[src/rtl/instruction_fetch_pkg.sv]
// Shared definitions for the instruction fetch unit.
// Contents:
//   fetch_state_e - fetch FSM states (idle, three byte fetches, hold)
//   BYTE_WIDTH    - width of one program-memory byte
//   INSTR_WIDTH   - width of a full instruction {opcode, operando1, operando2}
//   pack_instr    - builds the instruction word in the order the instruction register expects
package instruction_fetch_pkg;

  localparam int unsigned BYTE_WIDTH  = 8;
  localparam int unsigned INSTR_WIDTH = 3 * BYTE_WIDTH;

  typedef enum logic [2:0] {
    StIdle,
    StFetchOp,
    StFetchA,
    StFetchB,
    StHold
  } fetch_state_e;

  function automatic logic [INSTR_WIDTH-1:0] pack_instr(
    input logic [BYTE_WIDTH-1:0] op,
    input logic [BYTE_WIDTH-1:0] a,
    input logic [BYTE_WIDTH-1:0] b
  );
    return {op, a, b};
  endfunction

endpackage

[src/rtl/instruction_fetch_pc_counter.sv]
// Program counter for the fetch unit.
// Ports:
//   clk, rst  - clock and asynchronous active-high reset (loads RESET_PC)
//   inc       - advance by one byte, wrapping modulo 2^ADDR_WIDTH
//   load      - load load_addr (jump); takes priority over inc
//   load_addr - jump target
//   pc        - current program counter
module pc_counter #(
  parameter int unsigned                ADDR_WIDTH = 8,
  parameter logic [ADDR_WIDTH-1:0]      RESET_PC   = '0
) (
  input  logic                  clk,
  input  logic                  rst,
  input  logic                  inc,
  input  logic                  load,
  input  logic [ADDR_WIDTH-1:0] load_addr,
  output logic [ADDR_WIDTH-1:0] pc
);

  logic [ADDR_WIDTH-1:0] pc_q, pc_d;

  always_comb begin
    pc_d = pc_q;
    if (load) begin
      pc_d = load_addr;
    end else if (inc) begin
      // Natural overflow of the ADDR_WIDTH-bit sum gives the wrap to 0.
      pc_d = pc_q + {{(ADDR_WIDTH-1){1'b0}}, 1'b1};
    end
  end

  always_ff @(posedge clk or posedge rst) begin
    if (rst) begin
      pc_q <= RESET_PC;
    end else begin
      pc_q <= pc_d;
    end
  end

  assign pc = pc_q;

endmodule

[src/rtl/instruction_fetch.sv]
// Sequential three-byte instruction fetch from a byte-wide program memory.
// Ports:
//   clk, rst              - clock and asynchronous active-high reset
//   mem_addr, mem_rd      - read request to program memory (address = pc)
//   mem_data, mem_ready   - read data and completion strobe
//   opcode, operando1,
//   operando2             - fetched instruction bytes, each updated only by its own read
//   instr_valid           - a complete instruction is being presented
//   instr_ack             - consumer accepts the presented instruction
//   jump_en, jump_addr    - redirect applied only when the instruction is accepted
//   pc                    - address of the next byte to fetch
module instruction_fetch
  import instruction_fetch_pkg::*;
#(
  parameter int unsigned           ADDR_WIDTH = 8,
  parameter logic [ADDR_WIDTH-1:0] RESET_PC   = '0
) (
  input  logic                  clk,
  input  logic                  rst,
  output logic [ADDR_WIDTH-1:0] mem_addr,
  output logic                  mem_rd,
  input  logic [BYTE_WIDTH-1:0] mem_data,
  input  logic                  mem_ready,
  output logic [BYTE_WIDTH-1:0] opcode,
  output logic [BYTE_WIDTH-1:0] operando1,
  output logic [BYTE_WIDTH-1:0] operando2,
  output logic                  instr_valid,
  input  logic                  instr_ack,
  input  logic                  jump_en,
  input  logic [ADDR_WIDTH-1:0] jump_addr,
  output logic [ADDR_WIDTH-1:0] pc
);

  fetch_state_e state_q, state_d;

  logic [BYTE_WIDTH-1:0] opcode_q, operando1_q, operando2_q;
  logic                  rd_done;
  logic                  accept;

  // A byte read completes only while a request is actually outstanding.
  assign rd_done = mem_rd & mem_ready;
  assign accept  = (state_q == StHold) & instr_ack;

  pc_counter #(
    .ADDR_WIDTH (ADDR_WIDTH),
    .RESET_PC   (RESET_PC)
  ) u_pc_counter (
    .clk       (clk),
    .rst       (rst),
    .inc       (rd_done),
    .load      (accept & jump_en),
    .load_addr (jump_addr),
    .pc        (pc)
  );

  // State register
  always_ff @(posedge clk or posedge rst) begin
    if (rst) begin
      state_q <= StIdle;
    end else begin
      state_q <= state_d;
    end
  end

  // Next-state logic
  always_comb begin
    state_d = state_q;
    case (state_q)
      StIdle:    state_d = StFetchOp;
      StFetchOp: if (mem_ready) state_d = StFetchA;
      StFetchA:  if (mem_ready) state_d = StFetchB;
      StFetchB:  if (mem_ready) state_d = StHold;
      StHold:    if (instr_ack) state_d = StFetchOp;
      default:   state_d = StIdle;
    endcase
  end

  // Moore outputs
  always_comb begin
    mem_rd      = 1'b0;
    instr_valid = 1'b0;
    case (state_q)
      StFetchOp, StFetchA, StFetchB: mem_rd      = 1'b1;
      StHold:                        instr_valid = 1'b1;
      default: ;
    endcase
  end

  assign mem_addr = pc;

  // Byte registers are not cleared between instructions.
  always_ff @(posedge clk or posedge rst) begin
    if (rst) begin
      opcode_q    <= '0;
      operando1_q <= '0;
      operando2_q <= '0;
    end else if (mem_ready) begin
      case (state_q)
        StFetchOp: opcode_q    <= mem_data;
        StFetchA:  operando1_q <= mem_data;
        StFetchB:  operando2_q <= mem_data;
        default: ;
      endcase
    end
  end

  assign opcode    = opcode_q;
  assign operando1 = operando1_q;
  assign operando2 = operando2_q;

endmodule

[config.mk]
export PLATFORM = sky130hd
export DESIGN_NAME = instruction_fetch
export DESIGN_NICKNAME = d
export VERILOG_FILES = /design/src/rtl/instruction_fetch_pkg.sv /design/src/rtl/instruction_fetch_pc_counter.sv /design/src/rtl/instruction_fetch.sv
export SDC_FILE = /design/constraint.sdc
export NUM_CORES = 1
export LEC_CHECK = 0
export CORE_MARGIN = 3
export CORE_UTILIZATION = 39
export CTS_BUF_LIST = sky130_fd_sc_hd__clkbuf_16
export DETAILED_ROUTE_END_ITERATION = 12
export GPL_ROUTABILITY_DRIVEN = 0
export GPL_TIMING_DRIVEN = 0
export PLACE_DENSITY = 0.75
export SETUP_SLACK_MARGIN = 0.3
export SLEW_MARGIN = 20
export SYNTH_ARGS = -nofsm -noshare
export SYNTH_HDL_FRONTEND = slang
export SYNTH_HIERARCHICAL = 1
export SYNTH_SLANG_ARGS = --single-unit
[constraint.sdc]
create_clock -name clk -period 1.73 [get_ports clk]
set_input_delay 0.173 -clock clk [delete_from_list [all_inputs] [get_ports clk]]
set_output_delay 0.173 -clock clk [all_outputs]
set_load 0.05 [all_outputs]
== Word-level counts from Yosys, hierarchy flattened ==
Cells that the tools add are included.
Cells by class
  add/subtract/negate cells: 1
  eq/ne operators: 8
  multiplexer cells: 9
  bitwise logic cells: 3
  reductions and logical operators: 7
Operators with widths (count)
  $mux 8: 2
  $pmux 3 s5: 1
  $mux 3: 4
  $add 8x1->8 const B: 1
  $ne 2x2->1 const B: 4
  $eq 3x2->1 const B: 2
  $reduce_and 2->1: 3
  $reduce_and 4->1: 1
  $and 1x1->1: 3
  $eq 3x1->1 const B: 1
  $eq 3x3->1 const B: 1
  $logic_not 3->1: 1
  $reduce_or 3->1: 1
  $mux 1: 2
  $reduce_bool 2->1: 1
Storage, ports and cells
  register bits after elaboration: 35
  output and inout bits: 42

== Logic depth before layout (Yosys ltp) ==
  depth after elaboration: 6
  mapped depth: 8
  depth with buffers taken out: 7

== By module ==
Netlist, hierarchy kept.
By module, submodules not included
  instruction_fetch: times used 1, cells each 80, area an instance 1199.9 µm²
  pc_counter: times used 1, cells each 50, area an instance 445.4 µm²

== Worst setup path before layout ==
Ideal clock, no wire load.
  path type: register -> register
  start: reg state_q[0]
  end: reg u_pc_counter.pc_q[1] (netlist: u_pc_counter/pc[1])
  setup time: 0.136 ns
  arrival: 1.824 ns
  required time: 1.594 ns
  slack: -0.230 ns
  stages on the path, launching flop included: 8
  clock period less this slack: 1.960 ns
  cell sequence: dfrtp_1 > nor2_1 > nand2_1 > inv_1 > and3_1 > clkbuf_1 > clkbuf_1 > o21ai_0
On the way
  cells in the longest elaborated chain, start to end: 5
  elaborated cells between the ends (all ways): 11
Ends and longest elaborated chain
  start: declaration: RTL line instruction_fetch.sv:34  | fetch_state_e state_q, state_d;
  start signal: assignment: RTL line instruction_fetch.sv:59  | state_q <= StIdle;
  start signal: assignment: RTL line instruction_fetch.sv:61  | state_q <= state_d;
  $eq 3x1->1 or $eq 3x2->1 (tied branches): RTL line instruction_fetch.sv:82  | case (state_q)
  $reduce_or 3->1: RTL line instruction_fetch.sv:82
  $mux 1: RTL line instruction_fetch.sv:82
  $and 1x1->1: RTL line instruction_fetch.sv:41  | assign rd_done = mem_rd & mem_ready;
  $reduce_bool 2->1 (no source line)
  end signal: assignment: RTL line instruction_fetch_pc_counter.sv:36  | pc_q <= pc_d;
  end: declaration: RTL line instruction_fetch_pc_counter.sv:20  | logic [ADDR_WIDTH-1:0] pc_q, pc_d;
Several ways; a longest one is shown, not always the timed one.
A chain may end at the register's enable or synchronous reset.

== Worst setup path in the final report ==
  start: reg state_q[2]
  end: reg operando1_q[2] (netlist: operando1[2])
On the way
  cells in the longest elaborated chain, start to end: 2
Ends and longest elaborated chain
  $eq 3x2->1: RTL line instruction_fetch.sv:98  | case (state_q)
  $reduce_and 2->1 (no source line)
  end signal: assignment: RTL line instruction_fetch.sv:100  | StFetchA: operando1_q <= mem_data;
  end: declaration: RTL line instruction_fetch.sv:36  | logic [BYTE_WIDTH-1:0] opcode_q, operando1_q, operando2_q;
Every way passes these cells.

==> flow_metrics.env <==
export IMPL_layout_drive_gt1_share_pct=41.1
export IMPL_reg2reg_slack_ns=0.08
export IMPL_slowest_stage="dfrtp_2"
export IMPL_area_growth_pct=61.6
export IMPL_synth_cell_types=27
export IMPL_viasPerCell=4.96
export IMPL_netlist_area_um2=1650
export IMPL_synth_top_area_share_pct=53.2
export IMPL_wirelength_mm=4.40
export IMPL_drv_cap=0
export IMPL_worstPathArrival_ns=1.81
export IMPL_syn_nets=152
export IMPL_path_class="flip-flop to flip-flop"
export IMPL_fin_nets=236
export IMPL_postCtsHoldBufs=0
export IMPL_setup_tns_ns=0
export IMPL_slew_limit_headroom_pct=32.8
export IMPL_cts_sinks=35
export IMPL_num_antenna_cells=0
export IMPL_drtPass1Iterations=4
export IMPL_routedWlPerCell_um=16.8
export IMPL_grt_overflow=0
export IMPL_worstSetupEndpoint="operando1[2]$_DFFE_PP0P_"
export IMPL_rsz0062_at_grt="yes"
export IMPL_cts_tree="done"
export IMPL_post_route_drc_count=0
export IMPL_first_iter_violations=107
export IMPL_synthTopCellsByArea="dfrtp_1 (53%), mux2_4 (15%), mux2_2 (5.5%)"
export IMPL_grt_usage_pct=17.6
export IMPL_skew_ns=0.00436
export IMPL_syn_inst=130
export IMPL_crit_path_start_kind="flip-flop"
export IMPL_fin_crit_ns=1.65
export IMPL_via_count=1300
export IMPL_rows=22
export IMPL_yosys_register_bits=35
export IMPL_dpl_cell_area_um2=2350
export IMPL_cts_buffers=5
export IMPL_die_area_um2=5030
export IMPL_first_global_vias=1362
export IMPL_finalHoldWorstSlack_ns=0.190
export IMPL_grt_start_max_net_pins=28
export IMPL_synth_top_area_cell="dfrtp_1"
export IMPL_maxSlewViolCount=0
export IMPL_clockBufferDepth=2
export IMPL_core_area_um2=3850
export IMPL_setup_violations=0
export IMPL_postRouteAntennaNets=0
export IMPL_path_cells="buf_6, nor2b_4, buf_4, buf_6, and3b_1, buf_6, mux2_4"
export IMPL_reg2reg_from="state_q[2]$_DFFE_PP0P_"
export IMPL_clk_pin_slew_worst_paths_ns=0.05
export IMPL_ys_warn_count=6
export IMPL_cts_root_buffer_cell="clkbuf_16"
export IMPL_clk_latency_ns=0.27
export IMPL_end_kind="flip-flop"
export IMPL_worst_r2r_endpoint="operando1[2]$_DFFE_PP0P_"
export IMPL_dp_hpwl_mm=2.93
export IMPL_h_tree_depth=2
export IMPL_finalHoldViolCount=0
export IMPL_path_max_fanout=8
export IMPL_portBuffers=62
export IMPL_final_cell_area_um2=2660
export IMPL_crit_path_frequent_cell="buf_6"
export IMPL_fin_crit_sh_pct=95.5
export IMPL_fp_dieH_um=71.0
export IMPL_outcome="completed"
export IMPL_fmax_ghz=0.605
export IMPL_holdCritPathClass="input port to async pin"
export IMPL_grt_pass1_wl_mm=6.87
export IMPL_yosysSeqAreaShare_pct=53.2
export IMPL_cp_required_ns=1.89
export IMPL_max_stage_delay_ns=0.41
export IMPL_antenna_found_initial=0
export IMPL_syn_avg_cell_area_um2=12.7
export IMPL_die_x_um=71.0
export IMPL_worstMarginPinSlew_ns=1.01
export IMPL_initial_core_util_pct=42.7
export IMPL_fin_util_pct=69.0
export IMPL_io_pins=63
export IMPL_startpoint="state_q[2]$_DFFE_PP0P_"
export IMPL_timing_reg2reg_worst_path_depth=7
[final cells by class]
class | instances | area [um^2]
Buffer | 13 | 119
Clock buffer | 5 | 125
Clock inverter | 2 | 8.76
Fill cell | 293 | 1190
Inverter | 4 | 18.8
Multi-Input combinational cell | 79 | 717
Sequential cell | 35 | 885
Tap cell | 48 | 60.1
Timing Repair Buffer | 76 | 726
[cells in the final DEF (no fill, tap or decap), drive strengths merged, types with 3 or more instances in the layout]
| master | synthesis | routed |
|---|---|---|
| buf | 11 | 26 |
| clkbuf | 2 | 11 |
| clkdlybuf4s15 | 0 | 10 |
| clkdlybuf4s50 | 0 | 19 |
| dfrtp | 35 | 35 |
| dlygate4sd2 | 0 | 27 |
| inv | 4 | 3 |
| mux2 | 24 | 24 |
| nand2 | 11 | 11 |
| nand3 | 6 | 7 |
| nand4 | 4 | 4 |
| nor2 | 3 | 3 |
| nor2b | 5 | 5 |
| o21ai | 10 | 10 |
| or4 | 3 | 3 |
| xor2 | 4 | 4 |
[routing by layer]
| metal | global-route usage (%) | up-vias | wire length (um) |
|---|---|---|---|
| met3 | 6.39 | 5 | 331 |
| met4 | 5.01 | 0 | 44 |
| met2 | 30.4 | 58 | 2230 |
| met1 | 20.7 | 625 | 1790 |
| met5 | 0 | - | 0 |
| li1 | - | 612 | - |
[through the flow]
stage | instances | setup slack (ns)
3_3_place_gp | 240 | -0.288
5_1_grt | 262 | -0.00206
3_5_place_dp | 240 | -0.356
4_1_cts | 258 | 0.0783
6_report | 262 | 0.0780
2_1_floorplan | 130 | 0.00666
[synth_stat cells]
cell type and count:
dfrtp_1 35, o21ai_0 8, and3b_1 2, o31a_1 1
xor2_1 4, buf_6 2, and3_1 1, nand4_1 3
buf_4 8, clkbuf_1 2, nand4_2 1, ha_1 1
nor2b_2 1, nand3_1 5, xnor2_1 1, buf_2 1
nand3_2 1, nor2b_1 4, mux2i_1 1, inv_1 4
nand2_1 11, mux2_4 16, o21ai_1 2, mux2_2 8
or4_1 3, a21oi_1 1, nor2_1 3
[kinds of logic after synthesis]
kind of cell / Yosys count / synth area share, %
mux: 25 / 20.7
xor+xnor: 5 / 2.66
fa+ha+maj: 1 / 0.760
simple gates: 35 / 12.1
flops: 35 / 53.2
compound gates: 12 / 3.88
buf+inv: 17 / 6.69
[how the worst min path moves through the flow]
| stage | cells after the start | to |
|---|---|---|
| 3_5_place_dp | 2 | u_pc_counter/pc[7]$_DFFE_PP0P_ |
| 4_1_cts | 2 | u_pc_counter/pc[7]$_DFFE_PP0P_ |
| 2_1_floorplan | 1 | u_pc_counter/pc[0]$_DFFE_PP0P_ |
| 6_report | 2 | u_pc_counter/pc[7]$_DFFE_PP0P_ |
| 3_3_place_gp | 2 | u_pc_counter/pc[7]$_DFFE_PP0P_ |
| 5_1_grt | 2 | u_pc_counter/pc[7]$_DFFE_PP0P_ |
[worst max-delay path, delay by kind of cell, from the launching register on]
kind | cells | cell delay [ns]
flip-flops | 1 | 0.41
AND/OR/NAND/NOR | 2 | 0.28
multiplexers | 1 | 0.31
buffers and inverters | 4 | 0.52
[what timing repair did]
item	4_1_cts	5_1_grt
cloned	1	2
pin swaps	6	4
endpoints found under the setup margin	66	40
buffers inserted	10	2
endpoints found under the hold margin	0	0
resized for setup	86	19
[registers in the layout (all words and copies together) (netlist names)]
register         count
operando2            8
u_pc_counter/pc      8
operando1            8
opcode               8
state_q              3
Power is not shown: default switching activity piles up to over one toggle a cycle in this logic, so the estimate is an artifact.
==> patch: new RTL, same settings <==
`BYTE_WIDTH`: 8 -> 6.
--- a/src/rtl/instruction_fetch_pkg.sv
+++ b/src/rtl/instruction_fetch_pkg.sv
@@ -7,5 +7,5 @@
 package instruction_fetch_pkg;
 
-  localparam int unsigned BYTE_WIDTH  = 8;
+  localparam int unsigned BYTE_WIDTH  = 6;
   localparam int unsigned INSTR_WIDTH = 3 * BYTE_WIDTH;
 
Interface: changed (resized mem_data, opcode, operando1 and operando2); port bits go from 63 to 55. The function was not compared with the original's and may differ.
==> patch against the unedited design <==
- worst hold slack better by 15 ps
- final area fell by 9.0%
- area after synthesis fell by 15%
- setup slack better by 37 ps
- count of clock-buffer cells in the layout unchanged
- sequential cell count down 6
- synthesized cell count is 8.5% lower
- wire length shrank 9.1%
- sequential share of layout area is 3.1 points lower
- critical path type unchanged
Power is left out: the tool's default activity adds up to more than one toggle a clock period on the data nets, which glitch-free logic cannot reach.
==> patch: results (changes against the unedited design) <==
Synth
  • Register area share after synthesis: 0.5216 (-0.01074)
  • Area share of fa/ha/maj cells after synthesis: 0.008993 (+0.001388)
  • Synth area leaders: dfrtp_1, mux2_2, buf_4, nor4b_4, o21ai_0
  • Net count after synthesis: 139 (-8.6%)
  • Synth top cells by count: dfrtp_1, mux2_2, nand2_1, buf_4, o21ai_0
  • Post-Syn Instances: 119 (-8.5%)
  • Post-synthesis mux area share: 0.1529 (-0.05397)
  • Synth Area in Compound Gates: 0.04586 (+0.007080)
  • Synth Area in XOR/XNOR: 0.03147 (+0.004859)
  • Fraction of registers with async set/reset: 1.000 (unchanged)
  • Cell variety after synth: 27 (unchanged)
  • Dominant synthesized flop cell: dfrtp_1
  • Yosys warnings: 6 (unchanged)

Route
  • Initial detailed-routing violation count: 43 (-60%)
  • Drt first pass iters: 4 (unchanged)
  • Post-DR vias/cell: 5.065 (+2.1%)
  • Total wire length: 4001 um (-9.1%)

Clock tree
  • Resize count post-CTS: 82 (-4.7%)
  • Root Buffer: clkbuf_16
  • Worst-Skew Late Latency: 270 ps (about the same)
  • CTS H-tree depth: 2 (unchanged)
  • Reg clk slew, reported paths: 50 ps (about the same)
  • CTS Buffer Depth: 2 (unchanged)
  • CTS buffer count: 5 (unchanged)
  • Setup Buffers After CTS: 16 (+6)

Place
  • IO Port Bufs: 54 (-13%)
  • Placed Cells: 219 (-8.8%)
  • DP HPWL: 2503 um (-15%)
  • Placed cell areas: 2029 sq um (-14%)
  • Post-Place Worst Slack: -179.2 ps (+177.1 ps)

Critical path
  • Top cell family by delay on the critical path: simple AND/OR/NAND/NOR gates
  • Worst Path Arrival: 1820 ps
  • Reg2reg path depth: 6 (-1)
  • Worst Path Max Fanout: 6 (-2)
  • Critical path's largest stage delay: 520 ps (+110 ps)
  • Critical path's slowest cell: or4_4
  • R2r setup slk: 120 ps (+40 ps)

Min path
  • Min-Delay Path Class: primary input to asynchronous set/reset pin

STA
  • Final Cycle Share: 0.9335 (-0.02144)
  • Rel. slew slack: 0.4884 (+0.1604)
  • Clock skew: 1.095 ps (-3.264 ps)
  • Setup TNS: 0 ps (unchanged)
  • Hold slack: 204.8 ps (+14.98 ps)

Floorplanning
  • Die ar.: 4320 sq um (-14%)

GRT
  • Initial antenna violation count: 0 (unchanged)
  • Largest net degree at the start of global routing: 22 (-21%)
  • First-pass GRT wire length: 6306 um (-8.2%)
  • Global router's overall resource usage: 0.1977 (+0.02124)
  • Vias in the first global route: 1362 (unchanged)

Outcome
  • Status: complete, no violations

Finish
  • # diodes: 0 (unchanged)
  • Largest register FFs: 8
  • Layout filler cell count: 238 (-19%)
  • Layout cell share with drive strength beyond 1: 0.4653 (+0.05413)
  • Fin cells: 248 (-5.3%)
==> patch: cell count changes after synthesis, moves of 2 or more <==
cell,delta
mux2_4,-16
nor4b_4,+2
buf_2,+2
buf_6,-2
dfrtp_1,-6
mux2_2,+10
and3b_1,-2
==> patch: worst paths after layout <==
| kind | end | startpoint |
|---|---|---|
| max | u_pc_counter/pc[5]$_DFFE_PP0P_ | state_q[2]$_DFFE_PP0P_ |
| min | u_pc_counter/pc[7]$_DFFE_PP0P_ | rst |
| max reg2reg | u_pc_counter/pc[5]$_DFFE_PP0P_ | state_q[2]$_DFFE_PP0P_ |
| min reg2reg | operando2[4]$_DFFE_PP0P_ | operando2[4]$_DFFE_PP0P_ |
| max in group asynchronous | state_q[2]$_DFFE_PP0P_ | rst |
| min in group clk | state_q[0]$_DFFE_PP0P_ | mem_ready |
==> patch: metal layers <==
layer	GRT usage	vias up	routed length, um
met3	0.07350	16	258
met2	0.3479	58	2034
met4	0.09845	0	144
met1	0.2033	613	1564
met5	0	-	0
li1	-	569	-
==> patch: layout make-up <==
class / instances / area [sq um] / area share
Clock inverter: 2 / 7.507 / 0.003104
Inverter: 4 / 15.01 / 0.006208
Tap cell: 46 / 57.56 / 0.02380
Clock buffer: 5 / 125.1 / 0.05173
Timing Repair Buffer: 76 / 693.2 / 0.2866
Multi-Input combinational cell: 72 / 660.6 / 0.2732
Buffer: 14 / 130.1 / 0.05380
Sequential cell: 29 / 729.5 / 0.3016
==> patch: kinds of logic (layout without fill, tap and decap cells) <==
kind of cell	Yosys count	in the layout
AO/OA/AOI/OAI	12	12
XOR/XNOR	5	5
adder cells (fa/ha/maj)	1	1
buffers and inverters	18	101
flip-flops	29	29
multiplexers	19	19
AND/OR/NAND/NOR	35	35
